$ cat src/rtl/acpi_pkg.sv
// Shared state enum and output/request encodings for the ACPI sleep controller.
// The S3 state exists only when PMS_ACPI_S3_EN is defined.
package acpi_pkg;

`ifdef PMS_ACPI_S3_EN
    typedef enum logic [2:0] {ST_S5, ST_PWRUP, ST_S0, ST_PWRDN, ST_S3} acpi_state_e;
`else
    typedef enum logic [2:0] {ST_S5, ST_PWRUP, ST_S0, ST_PWRDN} acpi_state_e;
`endif

    localparam logic [1:0] STATE_O_S0    = 2'b00;
    localparam logic [1:0] STATE_O_S3    = 2'b01;
    localparam logic [1:0] STATE_O_TRANS = 2'b10;
    localparam logic [1:0] STATE_O_S5    = 2'b11;

    localparam logic [1:0] REQ_S3 = 2'b01;
    localparam logic [1:0] REQ_S5 = 2'b11;

    typedef struct packed {
        logic       slp_s3;
        logic       slp_s5;
        logic [1:0] code;
        logic       rdy;
    } acpi_outs_t;

    // Registered output values that belong to each FSM state.
    function automatic acpi_outs_t state_outs(input acpi_state_e st);
        acpi_outs_t o;
        o = '{slp_s3: 1'b1, slp_s5: 1'b1, code: STATE_O_S5, rdy: 1'b0};
        case (st)
            ST_PWRUP: o = '{slp_s3: 1'b0, slp_s5: 1'b0, code: STATE_O_TRANS, rdy: 1'b0};
            ST_S0:    o = '{slp_s3: 1'b0, slp_s5: 1'b0, code: STATE_O_S0,    rdy: 1'b1};
            ST_PWRDN: o = '{slp_s3: 1'b1, slp_s5: 1'b1, code: STATE_O_TRANS, rdy: 1'b0};
`ifdef PMS_ACPI_S3_EN
            ST_S3:    o = '{slp_s3: 1'b1, slp_s5: 1'b0, code: STATE_O_S3,    rdy: 1'b0};
`endif
            default:  o = '{slp_s3: 1'b1, slp_s5: 1'b1, code: STATE_O_S5,    rdy: 1'b0};
        endcase
        return o;
    endfunction

endpackage

$ cat src/rtl/acpi_btn_debounce.sv
// Power-button 2-flop synchronizer and debouncer; emits the debounced level
// plus one-cycle press and release pulses when the level changes.
module acpi_btn_debounce #(
    parameter int unsigned DebounceCycles = 1000,
    parameter int unsigned CntWidth       = 32
) (
    input  logic clk_i,
    input  logic rst_i,
    input  logic btn_i,
    output logic level_o,
    output logic press_o,
    output logic release_o
);

    localparam logic [CntWidth-1:0] DEB_LAST = CntWidth'(DebounceCycles - 1);

    logic                btn_sync_p0;
    logic                btn_sync_p1;
    logic [CntWidth-1:0] stable_cnt;

    // The level flips only after the synced input has disagreed with it
    // for DebounceCycles consecutive cycles.
    always_ff @(posedge clk_i or posedge rst_i) begin
        if (rst_i) begin
            btn_sync_p0 <= 1'b0;
            btn_sync_p1 <= 1'b0;
            stable_cnt  <= '0;
            level_o     <= 1'b0;
            press_o     <= 1'b0;
            release_o   <= 1'b0;
        end else begin
            btn_sync_p0 <= btn_i;
            btn_sync_p1 <= btn_sync_p0;
            press_o     <= 1'b0;
            release_o   <= 1'b0;
            if (btn_sync_p1 == level_o) begin
                stable_cnt <= '0;
            end else if (stable_cnt >= DEB_LAST) begin
                stable_cnt <= '0;
                level_o    <= btn_sync_p1;
                press_o    <= btn_sync_p1;
                release_o  <= ~btn_sync_p1;
            end else begin
                stable_cnt <= stable_cnt + 1'b1;
            end
        end
    end

endmodule

$ cat src/rtl/pms_acpi_sleep_ctrl.sv
// ACPI sleep-state controller: power button, pwr_good sequencing and software
// sleep requests. Define PMS_ACPI_S3_EN to add S3 (suspend-to-RAM) support.
module pms_acpi_sleep_ctrl
    import acpi_pkg::*;
#(
    parameter int unsigned DebounceCycles  = 1000,
    parameter int unsigned LongPressCycles = 4000000,
    parameter int unsigned PwrGoodTimeout  = 100000,
    parameter int unsigned CntWidth        = 32
) (
    input  logic       clk_i,
    input  logic       rst_i,
    input  logic       pwr_btn_i,
    input  logic       pwr_good_i,
    input  logic       sw_req_valid_i,
    input  logic [1:0] sw_req_state_i,
    output logic       sw_req_ready_o,
    output logic       slp_s3_o,
    output logic       slp_s5_o,
    output logic [1:0] state_o,
    output logic       btn_irq_o,
    output logic       fault_o
);

    localparam logic [CntWidth-1:0] LONG_LIM  = CntWidth'(LongPressCycles);
    localparam logic [CntWidth-1:0] LONG_LAST = CntWidth'(LongPressCycles - 1);
    localparam logic [CntWidth-1:0] TMO_LAST  = CntWidth'(PwrGoodTimeout - 1);

    function automatic logic [CntWidth-1:0] sat_inc(input logic [CntWidth-1:0] v);
        return (&v) ? v : v + 1'b1;
    endfunction

    logic                btn_lvl;
    logic                btn_press;
    logic                btn_rel;
    logic                pg_sync_p0;
    logic                pg_sync_p1;
    acpi_state_e         state;
    acpi_outs_t          outs;
    logic                consumed;
    logic [CntWidth-1:0] hold_cnt;
    logic [CntWidth-1:0] tmo_cnt;
    logic                long_hit;

    acpi_btn_debounce #(
        .DebounceCycles(DebounceCycles),
        .CntWidth      (CntWidth)
    ) u_btn (
        .clk_i    (clk_i),
        .rst_i    (rst_i),
        .btn_i    (pwr_btn_i),
        .level_o  (btn_lvl),
        .press_o  (btn_press),
        .release_o(btn_rel)
    );

    always_ff @(posedge clk_i or posedge rst_i) begin
        if (rst_i) begin
            pg_sync_p0 <= 1'b0;
            pg_sync_p1 <= 1'b0;
        end else begin
            pg_sync_p0 <= pwr_good_i;
            pg_sync_p1 <= pg_sync_p0;
        end
    end

    assign long_hit       = btn_lvl && (hold_cnt >= LONG_LAST);
    assign sw_req_ready_o = outs.rdy;
    assign slp_s3_o       = outs.slp_s3;
    assign slp_s5_o       = outs.slp_s5;
    assign state_o        = outs.code;

    always_ff @(posedge clk_i or posedge rst_i) begin
        if (rst_i) begin
            state     <= ST_S5;
            outs      <= state_outs(ST_S5);
            btn_irq_o <= 1'b0;
            fault_o   <= 1'b0;
            consumed  <= 1'b0;
            hold_cnt  <= '0;
            tmo_cnt   <= '0;
        end else begin
            btn_irq_o <= 1'b0;
            tmo_cnt   <= sat_inc(tmo_cnt);
            hold_cnt  <= (state == ST_S0 && btn_lvl) ? sat_inc(hold_cnt) : '0;

            // A press that did not start in S0 can never become a short press.
            if (btn_rel)
                consumed <= 1'b0;
            else if (btn_press && state != ST_S0)
                consumed <= 1'b1;

            case (state)
                ST_S5: begin
                    if (btn_press) begin
                        fault_o <= 1'b0;
                        state   <= ST_PWRUP;
                        outs    <= state_outs(ST_PWRUP);
                        tmo_cnt <= '0;
                    end
                end
                ST_PWRUP: begin
                    if (pg_sync_p1) begin
                        state <= ST_S0;
                        outs  <= state_outs(ST_S0);
                    end else if (tmo_cnt >= TMO_LAST) begin
                        fault_o <= 1'b1;
                        state   <= ST_PWRDN;
                        outs    <= state_outs(ST_PWRDN);
                        tmo_cnt <= '0;
                    end
                end
                ST_S0: begin
                    // Long press outranks a same-cycle software request.
                    if (long_hit) begin
                        consumed <= 1'b1;
                        state    <= ST_PWRDN;
                        outs     <= state_outs(ST_PWRDN);
                        tmo_cnt  <= '0;
                    end else if (sw_req_valid_i && sw_req_state_i == REQ_S5) begin
                        state   <= ST_PWRDN;
                        outs    <= state_outs(ST_PWRDN);
                        tmo_cnt <= '0;
`ifdef PMS_ACPI_S3_EN
                    end else if (sw_req_valid_i && sw_req_state_i == REQ_S3) begin
                        state <= ST_S3;
                        outs  <= state_outs(ST_S3);
`endif
                    end else if (btn_rel && !consumed && hold_cnt < LONG_LIM) begin
                        btn_irq_o <= 1'b1;
                    end
                end
                ST_PWRDN: begin
                    if (!pg_sync_p1 || tmo_cnt >= TMO_LAST) begin
                        if (pg_sync_p1)
                            fault_o <= 1'b1;
                        state <= ST_S5;
                        outs  <= state_outs(ST_S5);
                    end
                end
`ifdef PMS_ACPI_S3_EN
                ST_S3: begin
                    if (btn_press) begin
                        state   <= ST_PWRUP;
                        outs    <= state_outs(ST_PWRUP);
                        tmo_cnt <= '0;
                    end
                end
`endif
                default: begin
                    state <= ST_S5;
                    outs  <= state_outs(ST_S5);
                end
            endcase
        end
    end

endmodule

$ cat config.mk
export PLATFORM = sky130hd
export DESIGN_NAME = pms_acpi_sleep_ctrl
export DESIGN_NICKNAME = d
export VERILOG_FILES = /design/src/rtl/acpi_pkg.sv /design/src/rtl/acpi_btn_debounce.sv /design/src/rtl/pms_acpi_sleep_ctrl.sv
export SDC_FILE = /design/constraint.sdc
export NUM_CORES = 1
export LEC_CHECK = 0
export BUFFER_PORTS_ARGS = -buffer_cell sky130_fd_sc_hd__clkbuf_2
export CAP_MARGIN = 0
export CORE_MARGIN = 10
export CORE_UTILIZATION = 30
export DETAILED_ROUTE_END_ITERATION = 7
export GPL_TIMING_DRIVEN = 0
export SYNTH_ARGS = -nofsm -noshare
export SYNTH_HDL_FRONTEND = slang
export SYNTH_SLANG_ARGS = --single-unit
export TNS_END_PERCENT = 30
$ cat constraint.sdc
create_clock -name clk_i -period 2.95 [get_ports clk_i]
set_clock_uncertainty 0.2 [all_clocks]
set_input_delay 0 -clock clk_i [delete_from_list [all_inputs] [get_ports clk_i]]
set_output_delay 0 -clock clk_i [all_outputs]
set_load 0.005 [all_outputs]
==> metrics <==
yosys warns 0; NumNets Final 648; root buffer cell clkbuf_16; starting density of the core 30.7%; Synth Flop Type dfrtp_1; top post-synthesis cells by area dfrtp_1, nand2_1, a21oi_1; H-tree depth 3; Total GRT Usage 10.4%; part of the power in registers between 40% and 50%; worst r2r path cells 7; port bufs 13; Post-synth ARST share 100%; Logic pwr share 24.9%; critical path peak fanout 10; Post-synth EDFFs 0; Setup crit start kind flop; vias in the first global route 4252; P_int 2.61 mW; delay-heaviest family, CP compound AO/OA/AOI/OAI gates; Fin. Hold Viols 0; leading area contributor after synthesis dfrtp_1; flops & latches, synth 112; dpl cell area 0.00632 mm²; DRT iter0 DRCs 310; status finished, final reports clean; initial antenna violation count 0; Slew headroom about 45%; Clock Pin Slew Worst Setup and Hold Paths 0.08 ns; Worst Tran Pin Value 0.820 ns; I/O pins 14; DP HPWL around 9200 µm; Post-Syn Area per Cell 10.1 µm²; CTS Buf Count 9; total gr overflow 0; Hold Slack 0.0432 ns; Worst Path Arrival 2.79 ns; Net Sw Power 1.31 mW; Power Dens Cells 583 mW/mm²; Area Growth Syn to Fin 16.5%; Longest Clk Path Bufs 2; Clock Power Share 31.0%; num rows 50; Final Critical Period 2.77 ns; Core Area 0.0188 mm²; DR vias roughly 4600; RSZ-0062 raised after global routing false; crit path launch tmo_cnt[14]$_DFF_PP0_; leakage power 2.70 nW; Worst Hold Class input pin to async pin; CTS sink count approximately 110; switch share around 33%; Routed Antenna Nets 0; Final Slew Violations 0; layout cells sized above 1 13.6%; R2R Path Start tmo_cnt[14]$_DFF_PP0_; largest net degree at the start of global routing 38; insertion delay to the later sink of the worst-skew pair 0.36 ns; synthesized instance count 575; CP Class flop to flop; period utilization 94.0%; final setup fails 0; ant diodes 0; most common cell after layout, fill and taps aside dfrtp_1; Crit-path slowest cell or4_1; worst path required time 2.97 ns; post-synthesis sequential area ratio 48.5%; routability cong. 0.814; cell area after layout 0.00674 mm²; Synth top area share roughly 47%; CTS tree built; first-pass GRT wire length 22300 µm; max cap viols 0; Max rail drop VDD 0.000285 V; r2r setup slk 0.18 ns; Vias/cell 5.10; Initial DRT Pass Iterations 4; Buffers & Inverters on Critical Path 2; most frequent cells in the layout dfrtp_1, nand2_1, nor2_1; Residual DRC 0; crit-path cells buf_2, or4_1, a2111oi_4, o31ai_1, a221oi_4, buf_4, a21oi_1; cell area after synthesis around 0.0058 mm²; Worst setup EP type flop; die area ~0.025 mm²; Critical Path Max Stage Delay about 0.57 ns; Yosys cell types 67; drt wl/cell approximately 15 µm; fmax 361 MHz; Die X ~160 µm; critical path depth 7; total power 3.92 mW; drt total wl ~13000 µm; Die Height 159 µm
synthesized netlist by cell type, drive strengths merged, types with 6 or more instances:
| cell type | number |
|---|---|
| a21oi | 31 |
| and4 | 8 |
| nand2b | 9 |
| or3 | 17 |
| o21ai | 16 |
| xor2 | 8 |
| nor4 | 22 |
| inv | 13 |
| nand4 | 23 |
| o31ai | 19 |
| clkbuf | 15 |
| a22oi | 18 |
| nor3 | 12 |
| and3 | 10 |
| buf | 12 |
| mux2i | 7 |
| xnor2 | 14 |
| or4 | 22 |
| dfrtp | 109 |
| nor2 | 41 |
| nand2 | 51 |
| and2 | 6 |
| ha | 7 |
| nand3 | 22 |
per-stage QoR:
stage | worst slack, ns | cells | util, % | TNS (ns)
floorplan | 0.410 | 596 | - | 0
global placement | 0.0502 | 869 | 33.2 | 0
detailed placement | -0.0128 | 872 | 33.5 | -0.0128
CTS | 0.0395 | 891 | 35.3 | 0
global route | 0.0406 | 899 | 35.8 | 0
finish | 0.178 | 899 | 35.8 | 0
worst min-delay path, cell delays in order:
cell and delay [ns]:
dlygate4sd3_1 0.53, clkbuf_2 0.12, clkinvlp_4 0.41
path summary, 6_finish.rpt:
path / end
min reg2reg: u_btn.btn_sync_p1$_DFF_PP0_
max reg2reg: tmo_cnt[1]$_DFF_PP0_
max: tmo_cnt[1]$_DFF_PP0_
max in group asynchronous: hold_cnt[30]$_DFFE_PP0P_
min: tmo_cnt[30]$_DFF_PP0_
min in group clk_i: pg_sync_p0$_DFF_PP0_
layer usage:
metal  track usage, %  share of wire [%]  vias to the layer above
li1                 -                  -                     2266
met4             3.95                1.9                        0
met1             14.7                 50                     2252
met2             15.2                 45                       53
met5                0                  0                        -
met3             2.14                3.2                       16
repair_timing:
| action | in CTS | in global routing |
|---|---|---|
| resized for setup | 1 | 4 |
| setup endpoints to repair | 1 | 47 |
| hold endpoints to repair | 74 | 0 |
| pin swaps | 0 | 4 |
| buffers inserted | 0 | 8 |
| hold buffers | 3 | 0 |
registers in the layout, indices dropped and copies added, names as in the netlist, 2 cells and up:
signal	count
state_o	2
hold_cnt	32
state	2
u_btn.stable_cnt	32
tmo_cnt	32
cell type report:
type | count | area (µm²)
multi-input combinational | 444 | 2900
timing repair buffer | 27 | 215
tap | 260 | 325
inverter | 13 | 52.6
sequential | 112 | 2810
buffer | 27 | 145
clock inverter | 6 | 57.6
fill | 1886 | 12100
clock buffer | 10 | 229
cells by family (layout without fill, tap and decap cells):
family / after synthesis / after routing / share of synthesized area [%]
flops: 112 / 112 / 48.5
fa+ha+maj: 7 / 7 / 1.51
mux: 12 / 12 / 2.19
compound gates: 123 / 123 / 15.8
other cells: 1 / 22 / 0.0648
simple gates: 258 / 258 / 25.2
xor+xnor: 22 / 22 / 3.33
buf+inv: 40 / 83 / 3.35
power groups by stage:
stage / clock network, mW / registers (mW) / logic [mW]
after floorplan: 0 / 1.74 / 0.661
after global placement: 0 / 1.76 / 0.929
after detailed placement: 0 / 1.76 / 0.950
after CTS: 1.25 / 1.73 / 0.957
after global routing: 1.31 / 1.75 / 1.09
final: 1.21 / 1.73 / 0.978
No activity file was read; power rests on OpenSTA's default activity.
